**config.mk**
```make
export PLATFORM = sky130hd
export DESIGN_NAME = demux_1n_reg
export DESIGN_NICKNAME = d
export VERILOG_FILES = /design/src/rtl/demux_1n_reg.sv
export SDC_FILE = /design/constraint.sdc
export NUM_CORES = 1
export LEC_CHECK = 0
export ABC_AREA = 1
export CORE_MARGIN = 1
export CORE_UTILIZATION = 52
export CTS_BUF_LIST = sky130_fd_sc_hd__clkbuf_2
export DETAILED_ROUTE_END_ITERATION = 6
export PLACE_DENSITY = 0.79
export RECOVER_POWER = 50
export SYNTH_ARGS = -nofsm -noshare
export SYNTH_HDL_FRONTEND = slang
export SYNTH_SLANG_ARGS = --single-unit
```
**constraint.sdc**
```tcl
create_clock -name clk -period 2.8 [get_ports clk]
set_input_delay 0.7 -clock clk [delete_from_list [all_inputs] [get_ports clk]]
set_output_delay 0.7 -clock clk [all_outputs]
set_load 0.01 [all_outputs]
```
**src/rtl/demux_1n_reg.sv**
```systemverilog
// Registered 1-to-N demux: an accepted word lands in its slice one cycle later with a one-hot out_valid pulse.
// in_ready is low under rst, en=0 or freeze; the source holds din until it is accepted.
module demux_1n_reg #(
  parameter int N       = 16,
  parameter int W       = 1,
  parameter bit REVERSE = 1'b0,
  parameter bit HOLD    = 1'b0,
  parameter int DWELL   = 1,
  localparam int SELW   = $clog2(N)
) (
  input  logic              clk,
  input  logic              rst,
  input  logic              en,
  input  logic [1:0]        mode,
  input  logic [SELW-1:0]   sel,
  input  logic [W-1:0]      din,
  input  logic              in_valid,
  output logic              in_ready,
  output logic [N*W-1:0]    dout,
  output logic [N-1:0]      out_valid,
  output logic [SELW-1:0]   cur_sel
);

  localparam logic [1:0] MODE_DIRECT = 2'b00;
  localparam logic [1:0] MODE_DOWN   = 2'b10;
  localparam logic [1:0] MODE_FREEZE = 2'b11;

  logic [N*W-1:0]  dout_q, dout_d;
  logic [N-1:0]    out_valid_q, out_valid_d;
  logic [SELW-1:0] cur_sel_q, cur_sel_d;
  logic [7:0]      dwell_q, dwell_d;
  logic            dir_q, dir_d;

  logic            xfer;
  logic [SELW-1:0] tgt;
  logic [SELW-1:0] phys;
  logic [7:0]      dwell_eff;

  always_comb begin
    in_ready    = en & (mode != MODE_FREEZE) & ~rst;
    xfer        = in_valid & in_ready;
    tgt         = (mode == MODE_DIRECT) ? sel : cur_sel_q;
    phys        = REVERSE ? (SELW'(N - 1) - tgt) : tgt;
    // dir_q remembers the last scan direction, so a 01<->10 switch restarts the dwell count
    dwell_eff   = (((mode == MODE_DOWN) ? 1'b1 : 1'b0) != dir_q) ? 8'd0 : dwell_q;

    dout_d      = dout_q;
    out_valid_d = '0;
    cur_sel_d   = cur_sel_q;
    dwell_d     = dwell_q;
    dir_d       = dir_q;

    if (mode != MODE_FREEZE) begin
      if (!HOLD) begin
        dout_d = '0;
      end
      if (xfer) begin
        dout_d[phys*W +: W] = din;
        out_valid_d[phys]   = 1'b1;
      end
      if (en) begin
        if (mode == MODE_DIRECT) begin
          dwell_d = '0;
          if (xfer) begin
            cur_sel_d = sel;
          end
        end else begin
          dir_d   = (mode == MODE_DOWN);
          dwell_d = dwell_eff;
          if (xfer) begin
            if (dwell_eff == 8'(DWELL - 1)) begin
              dwell_d   = '0;
              cur_sel_d = (mode == MODE_DOWN) ? (cur_sel_q - SELW'(1)) : (cur_sel_q + SELW'(1));
            end else begin
              dwell_d = dwell_eff + 8'd1;
            end
          end
        end
      end
    end
  end

  always_ff @(posedge clk) begin
    if (rst) begin
      dout_q      <= '0;
      out_valid_q <= '0;
      cur_sel_q   <= '0;
      dwell_q     <= '0;
      dir_q       <= 1'b0;
    end else begin
      dout_q      <= dout_d;
      out_valid_q <= out_valid_d;
      cur_sel_q   <= cur_sel_d;
      dwell_q     <= dwell_d;
      dir_q       <= dir_d;
    end
  end

  assign dout      = dout_q;
  assign out_valid = out_valid_q;
  assign cur_sel   = cur_sel_q;

endmodule

```
# ---- Word level (Yosys, flattened, before mapping)
# Cells that the tools add are included.
dict set report totals {
  register_bits 45
  in_bits 11
  output_inout_bits 37
  elab_cells 47
}
dict set report classes {
  addsub 4
  magnitude_cmp 2
  eq_ne 3
  shift 2
  mux 16
  n_bitwise 7
  n_reduce_logical 8
}
# cell n
set op_table {}
lappend op_table {{negation 4 -> 34 bit} 1}
lappend op_table {{variable shift 1 x 34 -> 16 bit, first input constant} 1}
lappend op_table {{indexed part select 1 x 34 -> 16 bit} 1}
lappend op_table {{two-way mux 16 bit} 2}
lappend op_table {{two-way mux 8 bit} 4}
lappend op_table {{two-way mux 4 bit} 6}
lappend op_table {{bitwise mux 16 bit} 1}
lappend op_table {{adder 8 x 1 -> 8 bit, second input constant} 1}
lappend op_table {{logical NOT 8 bit} 1}
lappend op_table {{less-than comparator 4 x 5 -> 1 bit, second input constant} 1}
lappend op_table {{adder 4 x 1 -> 4 bit, second input constant} 1}
lappend op_table {{demux 1 bit (select 4 bit)} 1}
lappend op_table {{greater-or-equal comparator 4 x 1 -> 1 bit, second input constant} 1}
lappend op_table {{inverter 1 bit} 4}
lappend op_table {{AND reduction 4 bit} 1}
lappend op_table {{subtractor 4 x 1 -> 4 bit, second input constant} 1}
lappend op_table {{bitwise AND 1 bit} 3}
lappend op_table {{AND reduction 3 bit} 1}
lappend op_table {{OR reduction 3 bit} 1}
lappend op_table {{== test 2 bit, second input constant} 1}
lappend op_table {{logical NOT 2 bit} 1}
lappend op_table {{two-way mux 1 bit} 2}
lappend op_table {{!= test 2 bit, second input constant} 1}
lappend op_table {{AND reduction 2 bit} 1}
lappend op_table {{other kinds (3)} 3}

# ---- Logic depth before layout (Yosys ltp)
# Gate-level depths: netlist of the first run.
dict set report depth {
  depth_word 8
  depth_mapped 14
  mapped_depth_nobuf 14
}

# ---- Worst setup path before layout of the first run
# Ideal clock, no wire load.
dict set report synth_path {
  path_type {input to register}
  from {in mode[1]}
  to {reg dout_q[10], in the netlist dout[10]}
  setup_time_ns 0.070
  arrival_time_ns 2.158
  t_required_ns 2.730
  path_slack_ns 0.571
  cell_stages 11
  path_buffers 1
  cell_sequence {nor2_2 -> buf_6 -> nand2_2 -> o21ai_2 -> inv_1 -> nand2_1 -> nor2_1 -> ha_1 -> nor3_4 -> nand3_1 -> a21oi_1}
}
dict set report synth_via {
  elab_chain_len 6
  elab_cells_between_ends 11
  cone_classes {add/sub: 1; eq/ne: 1; shift: 2; mux: 3; bitwise: 3; reduce/logical: 1}
}
# item line
set synth_rtl {}
lappend synth_rtl {{from (decl)} 14} ;# input logic [1:0] mode,
lappend synth_rtl {{logical NOT 2 bit} 42} ;# tgt = (mode == MODE_DIRECT) ? sel : cur_sel_q;
lappend synth_rtl {{two-way mux 4 bit} 42}
lappend synth_rtl {{negation 4 -> 34 bit} 58} ;# dout_d[phys*W +: W] = din;
lappend synth_rtl {{indexed part select 1 x 34 -> 16 bit / variable shift 1 x 34 -> 16 bit (equally long branches)} 58}
lappend synth_rtl {{bitwise mux 16 bit} 58}
lappend synth_rtl {{two-way mux 16 bit} 57} ;# if (xfer) begin
lappend synth_rtl {{to (signal assigned)} 91} ;# dout_q <= dout_d;
lappend synth_rtl {{to (decl)} 28} ;# logic [N*W-1:0] dout_q, dout_d;
# Several ways; a longest one is shown, not always the timed one.
# A chain may end at the register's enable or synchronous reset.

# ---- Final worst setup path of the first run
dict set report layout_path {
  from {in mode[1]}
  to {out in_ready}
}
dict set report layout_via {
  elab_chain_len 3
}
# item line
set layout_rtl {}
lappend layout_rtl {{!= test 2 bit} 40} ;# in_ready = en & (mode != MODE_FREEZE) & ~rst;
lappend layout_rtl {{bitwise AND 1 bit (2 in series)} 40}
lappend layout_rtl {{to (decl)} 18} ;# output logic in_ready,
# Every way passes these cells.

==> results.md, run 1 <==
* Logic gate share of total power at 21.6%
* RD Place Congestion at 0.865
* Synth Flop Type: sky130_fd_sc_hd__dfxtp_1
* Area of the core at around 0.004 mm²
* Cts bufs inserted at 5
* List of most frequent post-synthesis cells: sky130_fd_sc_hd__nand2_1, sky130_fd_sc_hd__dfxtp_1, sky130_fd_sc_hd__nor2_1
* GRT Util Overall at 25.0%
* Fin Clk Skew at 0.0167 ns
* Critical path buffers and inverters at 4
* Die ar. at 0.00461 mm²
* Placement Rows at 23
* Worst min-delay path class: reg -> reg
* Fraction of synthesized cell area in xor and xnor cells at 1.16%
* Largest incremental delay on the critical path at 0.60 ns
* Number of cells produced by synthesis at between 300 and 400
* Largest net degree at the start of global routing at 26
* Input/output buffers at 47
* Library cell occupying the most area in the post-synthesis netlist: sky130_fd_sc_hd__dfxtp_1
* Clk pin slew, worst setup/hold paths at 0.21 ns
* Distinct cells, synth at 29
* Number of global-route vias before repair at 1985
* Total wire length at 5.15 mm
* Internal power at around 800 µW
* DRC violations left at 0
* Share of cell area taken by muxes after synthesis at 0%
* Slew Limit Fails at 0
* Starting DRC count in detailed routing at 103
* Clock Tree Root: sky130_fd_sc_hd__clkbuf_2
* Maximum ir drop on the vdd rail at ~190 µV
* Transition time at the pin with the least slew margin at 0.460 ns
* Die Y at about 68 µm
* Compound-gate portion of the synthesized area at around 13%
* Total number of H-tree levels at 2
* First-pass GRT wire length at 8.67 mm
* Sequential cell fraction of total power at between 50 and 60%
* Routed wire length per instance at approximately 12 µm
* Leakage dissipation at ~0.0013 µW
* Portion of synthesized cell area occupied by the leading cell type at 39.9%
* Placed wire-length estimate at 4.00 mm
* Filler Cell Count at 346
* Leading cell types by total area after synthesis: sky130_fd_sc_hd__dfxtp_1, sky130_fd_sc_hd__nand2_1, sky130_fd_sc_hd__a21oi_1, sky130_fd_sc_hd__nor2_1, sky130_fd_sc_hd__nand3_1
* Largest delay share family, worst path: buffers and inverters
* Worst Setup Path Type: in -> out
* Area of the mapped netlist at 0.00226 mm²
* Syn Nets at 332
* Clock latency of the later-clocked register in the worst-skew pair at 0.41 ns
* Power density of the placed cells at 384 mW/mm²
* Part of the power in the clock network at between 20% and 30%
* Max transition margin at 69.3%
* Horizontal die dimension at between 60 and 70 µm
* Leading cell type by number of instances after synthesis: sky130_fd_sc_hd__nand2_1
* Period utilisation layout at 91.6%
* Required time reported for the critical path endpoint at 2.10 ns
* Initial cell density of the core at 55.3%
* Area delta synth->final at 33.6%
* Pre-Repair DR Iteration Count at 5
* Number of routed nets with antenna violations at 0
* Category of the worst setup path launch point: input port
* Cell Chain, Critical Path: dlygate4sd3_1 > clkbuf_1 > nand2_1 > nand3_1 > inv_1 > dlymetal6s2s_1
* Max Freq at 390 MHz
* Via-to-Cell Ratio at about 5
* EDFF count, synth at 0
* Share of cells above drive strength 1 at 14.9%
* #FFs+latches synth at 45
* I/O pin count at 48
* Main combinational cell family by area after synthesis: simple AND/OR/NAND/NOR gates
* Via count of the routed design at 2197
* Antenna diode count at 0
* Sink count of the clock tree at 45
* Final core utilization at 73.9%
* Number of antenna violations at the first check in global routing at 0
* Type of destination of the critical path: output pin
* Number of hold-slack violations in the final timing report at 0
* Maximum clock path buffer count at 2
* Overflow after GRT at 0
* Post-synthesis area per instance at 7.27 µm²
* Adder-cell share of the synthesized area at under 10%
* MaxCap Viol Count at 0
* Maximum net fanout on the critical path at 4
* Net Sw Power at 353 µW
* Setup Viol. Count Final at 0
* Post-synthesis sequential area ratio at 39.9%
* Outcome: finished clean
* Switch share at between 30% and 40%
* TritonCTS clock tree: yes
* RSZ-0062 raised after global routing: false
* Share of synthesized flip-flops with an asynchronous set or reset at 0%
* Final worst path period need at 2.56 ns
* Number of warnings printed during yosys synthesis at 0
* Critical path data arrival time at about 1.9 ns
* Critical Path Slowest Stage Cell: sky130_fd_sc_hd__dlygate4sd3_1
* Final TNS setup at 0 ns
* Post-synthesis simple-gate area fraction at around a third
* Number of nets in the finished design at 410
==> final cells by class <==
class,instances,area [µm²],share of cell area (%)
multi-input combinational,227,1200,39.9
sequential,45,901,29.8
timing repair buffer,76,687,22.8
inverter,34,128,4.23
tap,50,62.6,2.07
clock buffer,5,25.0,0.829
clock inverter,3,12.5,0.414
==> power groups by stage <==
| stage | Sequential (µW) | Clock, µW | Combinational, µW |
|---|---|---|---|
| final | 653 | 256 | 251 |
| after CTS | 653 | 263 | 251 |
| after global routing | 655 | 300 | 276 |
| after floorplan | 667 | 0 | 146 |
| after global placement | 665 | 0 | 244 |
| after detailed placement | 665 | 0 | 250 |
==> worst register-to-register path: cells and delay by family (launching register included) <==
kind | cells | cell delay (ns)
fa+ha+maj | 1 | 0.25
compound gates | 2 | 0.35
buf+inv | 2 | 0.18
flops | 1 | 0.45
simple gates | 6 | 0.64
==> final timing paths <==
kind | slack [ns] | start | cells past startpoint | end
max | 0.24 | mode[1] | 6 | in_ready
min | 0.47 | dout[7]$_SDFFE_PP0N_ | 2 | dout[7]$_SDFFE_PP0N_
max reg2reg | 0.86 | cur_sel[0]$_SDFFE_PP0P_ | 11 | dout[10]$_SDFFE_PP0N_
min reg2reg | 0.47 | dout[7]$_SDFFE_PP0N_ | 2 | dout[7]$_SDFFE_PP0N_
==> cells in the final DEF, fill, tap and decap left out, types with 3 or more instances in the layout <==
cell type,n
sky130_fd_sc_hd__buf_4,28
sky130_fd_sc_hd__dfxtp_1,45
sky130_fd_sc_hd__xor2_1,3
sky130_fd_sc_hd__dlygate4sd3_1,25
sky130_fd_sc_hd__nand2_1,73
sky130_fd_sc_hd__ha_1,9
sky130_fd_sc_hd__inv_1,32
sky130_fd_sc_hd__nand3_1,28
sky130_fd_sc_hd__nor2_1,40
sky130_fd_sc_hd__clkbuf_2,5
sky130_fd_sc_hd__clkinv_1,3
sky130_fd_sc_hd__o21ai_0,10
sky130_fd_sc_hd__nor2_2,5
sky130_fd_sc_hd__nand3_2,3
sky130_fd_sc_hd__nand2_2,6
sky130_fd_sc_hd__clkdlybuf4s50_1,21
sky130_fd_sc_hd__o21a_1,5
sky130_fd_sc_hd__a21oi_1,30
==> stage by stage <==
step	hold slack [ns]	instance area, µm²	setup slack [ns]	instances	power, µW
floorplan	0.455	2260	0.571	311	813
global placement	0.454	2980	-0.0305	432	910
detailed placement	0.454	2980	-0.0399	432	916
CTS	0.479	3020	0.00164	440	1170
global route	0.490	3020	0.117	440	1230
finish	0.475	3020	0.236	440	1160
==> layer usage <==
metal / wire length, µm / global-route usage, % / up-vias
met5: 0 / 0 / -
met4: 70 / 8.33 / 0
met3: 165 / 4.67 / 8
met2: 2520 / 42.6 / 47
met1: 2390 / 31.2 / 982
li1: - / - / 1160
==> cell families (layout without fill, tap and decap cells) <==
kind of cell	count (synthesis)	after routing
and+or+nand+nor	163	163
AOI/OAI and AO/OA	51	51
DFF	45	45
buffers and inverters	39	118
adders and majority gates	10	10
xor gates and xnor gates	3	3
==> repair_timing <==
item,in CTS,in global routing
gates resized for setup,0,1
endpoints found under the setup margin,0,1
hold buffers,0,0
buffers inserted,0,0
==> state kept, by name, summed over array words and instances, names as in the netlist <==
register   flops
dwell_q        8
out_valid     16
cur_sel        4
dout          16
dir_q          1
Note: power is estimated with default switching activity, not from simulation.
==> inputs of run 2 (changes only) <==
--- a/config.mk
+++ b/config.mk
@@ -6,6 +6,7 @@
 export NUM_CORES = 1
 export LEC_CHECK = 0
 export ABC_AREA = 1
+export CAP_MARGIN = 0
 export CORE_MARGIN = 1
 export CORE_UTILIZATION = 52
 export CTS_BUF_LIST = sky130_fd_sc_hd__clkbuf_2
==> results of run 2 <==
No change in the layout: final DEF, timing and power equal those of run 1.
==> inputs of run 3 (changes only) <==
--- a/config.mk
+++ b/config.mk
@@ -12,7 +12,6 @@
 export CTS_BUF_LIST = sky130_fd_sc_hd__clkbuf_2
 export DETAILED_ROUTE_END_ITERATION = 6
 export PLACE_DENSITY = 0.79
-export RECOVER_POWER = 50
 export SYNTH_ARGS = -nofsm -noshare
 export SYNTH_HDL_FRONTEND = slang
 export SYNTH_SLANG_ARGS = --single-unit
==> run 3 against run 2 <==
Against the previous run:
- core utilization increased by 0.092 points
- clock skew about the same
- via count increased by 1.3%
- clock power about the same
- fmax increased by 4.8%
- sequential power about the same
- critical path depth unchanged
- non-clock buffer count unchanged
- global-route usage unchanged
- highest routed layer unchanged
==> results.md, run 3 (same netlist as run 1, synthesis figures left out) <==
* Outcome: finished clean
* Post-CTS Hold Fix Bufs at 0 (unchanged)
* Worst min-delay path class: reg -> reg
* Initial cell density of the core at 55.3% (unchanged)
* Transition time at the pin with the least slew margin at 0.489 ns (+0.0292 ns)
* Worst reg-to-reg path cell count at 11 (unchanged)
* Required time reported for the critical path endpoint at 2.10 ns (about the same)
* Number of routed nets with antenna violations at 0 (unchanged)
* Cts bufs inserted at 5 (unchanged)
* Largest delay share family, worst path: buffers and inverters
* Type of destination of the critical path: output pin
* Via-to-Cell Ratio at 5.06 (+1.3%)
* Placement Rows at 23 (unchanged)
* Largest incremental delay on the critical path at 0.54 ns (-0.06 ns)
* Horizontal die dimension at 67.9 µm (unchanged)
* Sink count of the clock tree at 45 (unchanged)
* TritonCTS clock tree: yes
* Final core utilization at 74.0% (+0.092 points)
* Maximum net fanout on the critical path at 4 (unchanged)
* MaxCap Viol Count at 0 (unchanged)
* Share of cells above drive strength 1 at 15.4% (+0.51 points)
* Clk pin slew, worst setup/hold paths at 0.20 ns (about the same)
* Number of global-route vias before repair at 1985 (unchanged)
* Post-Route Hold Slack at 0.478 ns (+0.00337 ns)
* Via count of the routed design at 2226 (+1.3%)
* Period utilisation layout at 87.4% (-4.2 points)
* Clock Tree Root: sky130_fd_sc_hd__clkbuf_2
* Maximum ir drop on the vdd rail at 191 µV (+0.31%)
* GRT Util Overall at 25.0% (unchanged)
* Filler-free cell count of the finished design at 440 (unchanged)
* Area delta synth->final at 33.8%
* Number of antenna violations at the first check in global routing at 0 (unchanged)
* Antenna diode count at 0 (unchanged)
* Leading cell type in the layout, fill and taps excluded: sky130_fd_sc_hd__nand2_1
* First-pass GRT wire length at 8.67 mm (unchanged)
* Maximum clock path buffer count at 2 (unchanged)
* Fin Clk Skew at 0.0169 ns (+0.000116 ns)
* Clock latency of the later-clocked register in the worst-skew pair at 0.40 ns (about the same)
* Total number of H-tree levels at 2 (unchanged)
* Die Y at 67.9 µm (unchanged)
* Routed wire length per instance at 11.8 µm (+0.47%)
* Slew Limit Fails at 0 (unchanged)
* Startpoint of the lowest-slack hold path: dout[7]$_SDFFE_PP0N_
* Area of the core at 0.00409 mm² (unchanged)
* Category of the worst setup path launch point: input port
* Worst Setup Path Type: in -> out
* Starting DRC count in detailed routing at 104 (+0.97%)
* Setup Viol. Count Final at 0 (unchanged)
* Worst-case register-to-register setup slack at 0.87 ns (about the same)
* Critical path buffers and inverters at 4 (unchanged)
* Commonest non-fill, non-tap cells in the layout: sky130_fd_sc_hd__nand2_1, sky130_fd_sc_hd__clkdlybuf4s50_1, sky130_fd_sc_hd__dfxtp_1
* Worst Hold End: dout[7]$_SDFFE_PP0N_
* Final Instance Area at 0.00302 mm² (+0.12%)
* Die ar. at 0.00461 mm² (unchanged)
* Critical Path Slowest Stage Cell: sky130_fd_sc_hd__clkdlybuf4s50_1
* Overflow after GRT at 0 (unchanged)
* Leakage dissipation at 0.00126 µW (-6.3%)
* Number of nets in the finished design at 410 (unchanged)
* Placed cell count at 432 (unchanged)
* Number of hold-slack violations in the final timing report at 0 (unchanged)
* Endpoint of the worst-slack reg-to-reg timing path: dout[10]$_SDFFE_PP0N_
* RD Place Congestion at 0.865 (unchanged)
* Cell Chain, Critical Path: clkdlybuf4s50_1 > buf_4 > nand2_1 > nand3_1 > inv_1 > dlymetal6s2s_1
* Power density of the placed cells at 384 mW/mm² (about the same)
* Placed Area at 0.00298 mm² (unchanged)
* Critical path data arrival time at 1.75 ns (-0.11 ns)
* Final worst path period need at 2.45 ns (-0.118 ns)
* Start of the worst register-to-register path: cur_sel[0]$_SDFFE_PP0P_
* Post-route setup slack at 0.354 ns (+0.118 ns)
* Worst slack at placement at -0.0399 ns (unchanged)
* RSZ-0062 raised after global routing: false
* Largest net degree at the start of global routing at 26 (unchanged)
* Input/output buffers at 47 (unchanged)
* Pre-Repair DR Iteration Count at 4 (-1)
* Placed wire-length estimate at 4.00 mm (unchanged)
* Max Freq at 409 MHz (+4.8%)
* DRC violations left at 0 (unchanged)
* I/O pin count at 48 (unchanged)
* Worst hold stages at 2 (unchanged)
* Filler Cell Count at 344 (-0.58%)
* Total wire length at 5.17 mm (+0.47%)
* Max transition margin at 67.4% (-1.9 points)
## run 3: final cells by class
cell class | instances | area, µm² | share of cell area, %
sequential | 45 | 901 | 29.8
multi-input combinational | 227 | 1200 | 39.8
clock inverter | 3 | 12.5 | 0.414
inverter | 34 | 128 | 4.22
clock buffer | 5 | 25.0 | 0.828
timing repair buffer | 76 | 691 | 22.8
tap | 50 | 62.6 | 2.07
## run 3: repair_timing
| action | in CTS | in global routing |
|---|---|---|
| endpoints found under the setup margin | 0 | 1 |
| resized for setup | 0 | 1 |
| setup buffers | 0 | 0 |
## run 3: through the flow
stage	power, µW	setup TNS (ns)
after global routing	1230	0
after CTS	1170	0
final	1160	0
after global placement	910	-0.0305
after floorplan	813	0
after detailed placement	916	-0.112
## run 3: routing by layer
metal  vias to the layer above  track usage, %  wire length [µm]
met2                        50            42.6              2530
met3                         8            4.67               220
met4                         0            8.33                70
li1                       1159               -                 -
met1                      1009            31.2              2350
met5                         -               0                 0
## run 3: worst max path at each step
stage | startpoint | to | depth (start not counted)
floorplan | mode[1] | dout[10]$_SDFFE_PP0N_ | 11
global placement | mode[0] | dwell_q[4]$_SDFFE_PP0P_ | 14
detailed placement | mode[0] | dwell_q[4]$_SDFFE_PP0P_ | 14
CTS | mode[1] | in_ready | 6
global route | mode[0] | dwell_q[6]$_SDFFE_PP0P_ | 14
finish | mode[1] | in_ready | 6
## run 3: tightest hold or removal path, cell delays in order (launching register included)
cell                      delay (ns)
sky130_fd_sc_hd__dfxtp_1        0.35
sky130_fd_sc_hd__nand2_1        0.06
sky130_fd_sc_hd__a21oi_1        0.05
## run 3: report_power, final
group          switching (µW)  internal, µW  total, µW  leakage, µW
clock                     201          54.8        255    0.0000278
combinational             148           105        253     0.000870
sequential               4.81           648        653     0.000363
total                     353           808       1160      0.00126
